==> config.mk <==
export PLATFORM = sky130hd
export DESIGN_NAME = det_arbiter
export DESIGN_NICKNAME = d
export VERILOG_FILES = /design/src/rtl/det_pkg.sv /design/src/rtl/det_rr_pick2.sv /design/src/rtl/det_arbiter.sv
export SDC_FILE = /design/constraint.sdc
export NUM_CORES = 1
export LEC_CHECK = 0
export BUFFER_PORTS_ARGS = -buffer_cell sky130_fd_sc_hd__buf_2
export CAP_MARGIN = 20
export CORE_AREA = 4 4 165 167
export DETAILED_ROUTE_END_ITERATION = 8
export DIE_AREA = 0 0 169 171
export PLACE_DENSITY = 0.63
export SYNTH_ARGS = -nofsm -noshare
export SYNTH_HDL_FRONTEND = slang
export SYNTH_SLANG_ARGS = --single-unit
==> constraint.sdc <==
create_clock -name clk -period 3.9 [get_ports clk]
set_input_delay 0.585 -clock clk [delete_from_list [all_inputs] [get_ports clk]]
set_output_delay 0.585 -clock clk [all_outputs]
set_load 0.005 [all_outputs]
==> src/rtl/det_pkg.sv <==
// Shared types and sizes for the determinant-engine arbiter.
package det_pkg;

  typedef enum logic [2:0] {
    IDLE,
    LOAD,
    START,
    WAIT,
    RESP
  } state_t;

  localparam int RES_W     = 16;
  localparam int MAT_ELEMS = 16;

  function automatic int mat_w(input int elem_w);
    return MAT_ELEMS * elem_w;
  endfunction

endpackage

==> src/rtl/det_rr_pick2.sv <==
// Two-way round-robin pick: on a tie the requester not granted last wins.
module det_rr_pick2 (
  input  logic [1:0] req,
  input  logic       last,
  output logic       grant,
  output logic       valid
);

  always_comb begin
    valid = |req;
    grant = (&req) ? ~last : req[1];
  end

endmodule

==> src/rtl/det_arbiter.sv <==
// Two-requester front end for a shared 4x4 determinant engine.
// Optional WAIT timeout is enabled by defining DET_TIMEOUT_EN.
module det_arbiter
  import det_pkg::*;
#(
  parameter int  TIMEOUT_CYC = 64,
  parameter int  ELEM_W      = 8,
  localparam int MAT_W       = MAT_ELEMS * ELEM_W
) (
  input  logic                    clk,
  input  logic                    rst_n,
  input  logic                    req0_i,
  input  logic                    req1_i,
  input  logic [MAT_W-1:0]        mat0_i,
  input  logic [MAT_W-1:0]        mat1_i,
  output logic                    ack0_o,
  output logic                    ack1_o,
  output logic signed [RES_W-1:0] res_o,
  output logic                    err_o,
  output logic                    busy_o,
  output logic                    eng_start_o,
  output logic [MAT_W-1:0]        eng_mat_o,
  input  logic [RES_W-1:0]        eng_res_i,
  input  logic                    eng_done_i
);

  state_t state;
  logic   pend_id;
  logic   grant_id;
  logic   last_grant;
  logic   pick_grant;
  logic   pick_valid;
  logic   pend_req;

  det_rr_pick2 u_pick (
    .req   ({req1_i, req0_i}),
    .last  (last_grant),
    .grant (pick_grant),
    .valid (pick_valid)
  );

  assign pend_req = pend_id ? req1_i : req0_i;

`ifdef DET_TIMEOUT_EN
  localparam int CNT_W = $clog2(TIMEOUT_CYC + 1);
  logic [CNT_W-1:0] wait_cnt;
  logic             err_reg;
  assign err_o = err_reg;
`else
  assign err_o = 1'b0;
`endif

  always_ff @(posedge clk or negedge rst_n) begin
    if (!rst_n) begin
      state       <= IDLE;
      pend_id     <= 1'b0;
      grant_id    <= 1'b0;
      last_grant  <= 1'b1;
      ack0_o      <= 1'b0;
      ack1_o      <= 1'b0;
      eng_start_o <= 1'b0;
      busy_o      <= 1'b0;
      res_o       <= '0;
      eng_mat_o   <= '0;
`ifdef DET_TIMEOUT_EN
      wait_cnt    <= '0;
      err_reg     <= 1'b0;
`endif
    end else begin
      ack0_o      <= 1'b0;
      ack1_o      <= 1'b0;
      eng_start_o <= 1'b0;
      case (state)
        IDLE: begin
          if (pick_valid) begin
            pend_id <= pick_grant;
            busy_o  <= 1'b1;
            state   <= LOAD;
          end
        end
        LOAD: begin
          // A requester that withdrew before its matrix was latched gets no job.
          if (pend_req) begin
            grant_id    <= pend_id;
            eng_mat_o   <= pend_id ? mat1_i : mat0_i;
            eng_start_o <= 1'b1;
            state       <= START;
          end else begin
            busy_o <= 1'b0;
            state  <= IDLE;
          end
        end
        START: begin
`ifdef DET_TIMEOUT_EN
          wait_cnt <= '0;
`endif
          state <= WAIT;
        end
        WAIT: begin
          if (eng_done_i) begin
            res_o  <= $signed(eng_res_i);
            ack0_o <= ~grant_id;
            ack1_o <= grant_id;
            state  <= RESP;
`ifdef DET_TIMEOUT_EN
            err_reg <= 1'b0;
          end else if (wait_cnt == CNT_W'(TIMEOUT_CYC - 1)) begin
            res_o   <= '0;
            err_reg <= 1'b1;
            ack0_o  <= ~grant_id;
            ack1_o  <= grant_id;
            state   <= RESP;
          end else begin
            wait_cnt <= wait_cnt + CNT_W'(1);
`endif
          end
        end
        RESP: begin
          last_grant <= grant_id;
          busy_o     <= 1'b0;
          state      <= IDLE;
        end
        default: begin
          busy_o <= 1'b0;
          state  <= IDLE;
        end
      endcase
    end
  end

endmodule

==> metrics.txt <==
status=finished clean; M2 GR Usage=24.5%; Synth Cell Area=7770 um^2; Pwr per Cell Area=786 nW/um^2; # rows=59; Final min period=2.50 ns; Seq/Total Area, Yosys=49.6%; Critical Path End Type=flip-flop; Crit-path slowest cell=dfrtp_4; flops & latches, synth=154; crit path from=pend_id; vias in the first global route=5810; TritonCTS Buffers=17; Syn Inst Count=488; Setup violations, final=0; DR vias/cell=4.31; CTS root buf=clkbuf_16; Arr. time, crit path=2.80 ns; drt drc=0; Slew Limit Fails=0; Final TNS setup=0 ns; routability cong.=0.741; post-DR wirelength/cell=16.2 um; CTS tree=built; Syn Area/Cell=15.9 um^2; Tcrit/Tclk final=64.1%; Placed Instances=1219; worst skew pair latency=0.41 ns; worst slew pin tran=0.750 ns; kind of critical path=flip-flop to flip-flop; r2r setup slk=1.40 ns; final hold vios=0; skew final=0.00682 ns; share of layout cells above drive strength 1=80.7%; diode count=0; postcts setup bufs=0; met3 usage=3.90%; CTS H-tree depth=4; CP delay by family, top=flip-flops; initial antenna violation count=0; Max Fclk=400 MHz; hold crit path type=input pin to async pin; Finished Layout Cells=1251; die width=169 um; Pre-antenna DRT Iters=4; Worst Path Max Fanout=58; Setup crit start kind=flip-flop; number of cells on the worst reg-to-reg path=4; worst-path cell chain=mux2i_1 > nor2b_4 > buf_12 > mux2_4; critical path depth=4; area grow syn2layout=37.0%; TritonCTS Sinks=154; Pleak=0.00528 uW; Overflow after GRT=0; final antenna-violating net count=0; IO Port Bufs=424; relative slew slack=50.0%; unrepaired setup endpoints after global routing=no; All-Layer GR Usage=13.2%; pin count of the biggest net entering global routing=80; final hold slack=0.205 ns; Nets=1180; Mapped Nets=765; GR Layer Usage met1=15.1%; Yosys cell types=27; number of DRC markers in iteration 0=134; placed cell area=10100 um^2; post-layout util=41.3%; max cap viols=0; Hold Buf Count CTS=0; initial core utilization=30.1%; Core Region=25800 um^2; CTS max path bufs=2; Yosys warnings=0; final instance area=10600 um^2; peak supply drop=0.339 mV; CP peak stage delay=0.79 ns; Die Footprint=28900 um^2; Worst-path clk slew=0.07 ns; Post-Route WL=20200 um; Buffers & Inverters on Critical Path=1; post-CTS resize count=0; required arrival time at the worst endpoint=4.20 ns; fillers=2459; die height=171 um; detailed placer's ending HPWL=15500 um; first-pass GRT wire length=30500 um; vias post-DR=5386; GR peak layer=met2; Reg-to-Reg Start=pend_id; Top-Level Pins=426
## synthesized netlist by cell type
cell	instances	area [um^2]
mux2i_1	2	20.0
nand2_1	3	11.3
nor2_1	4	15.0
mux2_4	87	1310
nand2b_1	1	6.26
buf_12	10	200
o31ai_1	1	7.51
inv_1	4	15.0
mux2_2	185	2080
dfrtp_1	153	3830
buf_2	5	25.0
a2bb2oi_1	2	17.5
conb_1	1	3.75
a32o_1	1	10.0
a31oi_1	1	6.26
nor3_1	1	5.00
a21oi_1	2	10.0
nor2b_2	1	8.76
nor3b_4	1	18.8
o41ai_1	1	8.76
nand4_2	1	12.5
clkbuf_1	10	37.5
a31o_2	1	8.76
buf_6	3	33.8
buf_1	1	3.75
dfstp_2	1	26.3
buf_4	5	37.5
## layout by cell type (no fill, tap or decap)
cell type / count
nor3_1: 1
clkbuf_1: 1
inv_8: 2
inv_6: 4
nand4_2: 1
mux2_2: 185
buf_12: 3
buf_2: 423
a31o_2: 1
inv_1: 4
o41ai_1: 1
a31oi_1: 1
nand2b_1: 1
dfrtp_4: 1
bufinv_16: 1
dfrtp_1: 152
nor3b_4: 1
a21oi_1: 2
mux2i_1: 2
buf_6: 1
o31ai_1: 1
buf_4: 3
nor2b_4: 1
nor2_1: 4
nand2_1: 3
dfstp_2: 1
conb_1: 1
clkinv_4: 3
clkinv_2: 1
clkbuf_8: 1
a32o_1: 1
a2bb2oi_1: 2
mux2_4: 87
clkinvlp_4: 2
clkbuf_16: 17
## kinds of logic (layout without fill, tap and decap cells)
family	Yosys count	in the layout	synth area share, %
and+or+nand+nor	12	12	0.999
other	1	1	0.0483
muxes	274	274	43.9
DFF	154	154	49.6
AOI/OAI and AO/OA	9	9	0.886
buffers and inverters	38	466	4.54
## final timing paths
path                                  end
setup / recovery            eng_mat_o[65]
hold / removal             eng_mat_o[115]
setup reg to reg            eng_mat_o[65]
hold reg to reg                    ack0_o
max in group asynchronous      last_grant
min in group clk                 res_o[8]
## through the flow
stage / total power (uW) / worst slack (ns)
floorplan: 5570 / 2.22
global placement: 6760 / 1.43
detailed placement: 6830 / 1.40
CTS: 8520 / 1.37
global route: 8920 / 1.24
finish: 8360 / 1.40
## area by class of cell
cell class                 count  area [um^2]  share of cell area [%]
clock buffer                  19          443                    4.16
clock inverter                13          134                    1.26
inverter                       4         15.0                   0.141
multi-input combinational    296         3560                    33.5
sequential                   154         3860                    36.2
tap                          335          419                    3.94
timing repair buffer         430         2210                    20.8
## flip-flops by register name, summed over array words and instances (netlist names)
| name | flops |
|---|---|
| grant_id | 1 |
| eng_mat_o | 128 |
| state | 3 |
| eng_start_o | 1 |
| busy_o | 1 |
| pend_id | 1 |
| last_grant | 1 |
| res_o | 16 |
| ack0_o | 1 |
| ack1_o | 1 |
## power by group
| group | total, uW | internal (uW) | switching (uW) |
|---|---|---|---|
| logic | 3800 | 2400 | 1400 |
| registers | 2940 | 2430 | 511 |
| clock network | 1630 | 916 | 712 |
| total | 8360 | 5740 | 2620 |
## worst register-to-register path, stage by stage, from the launching register on
cell and delay [ns]:
dfrtp_4 0.79, mux2i_1 0.22, nor2b_4 0.53, buf_12 0.40, mux2_4 0.45
## layer usage
metal  part of all wire (%)  vias to the layer above
met3                    8.0                        8
met1                     39                     2575
li1                       -                     2581
met2                     52                      222
met4                   0.85                        0
met5                      0                        -
No activity file was read; power rests on OpenSTA's default activity.
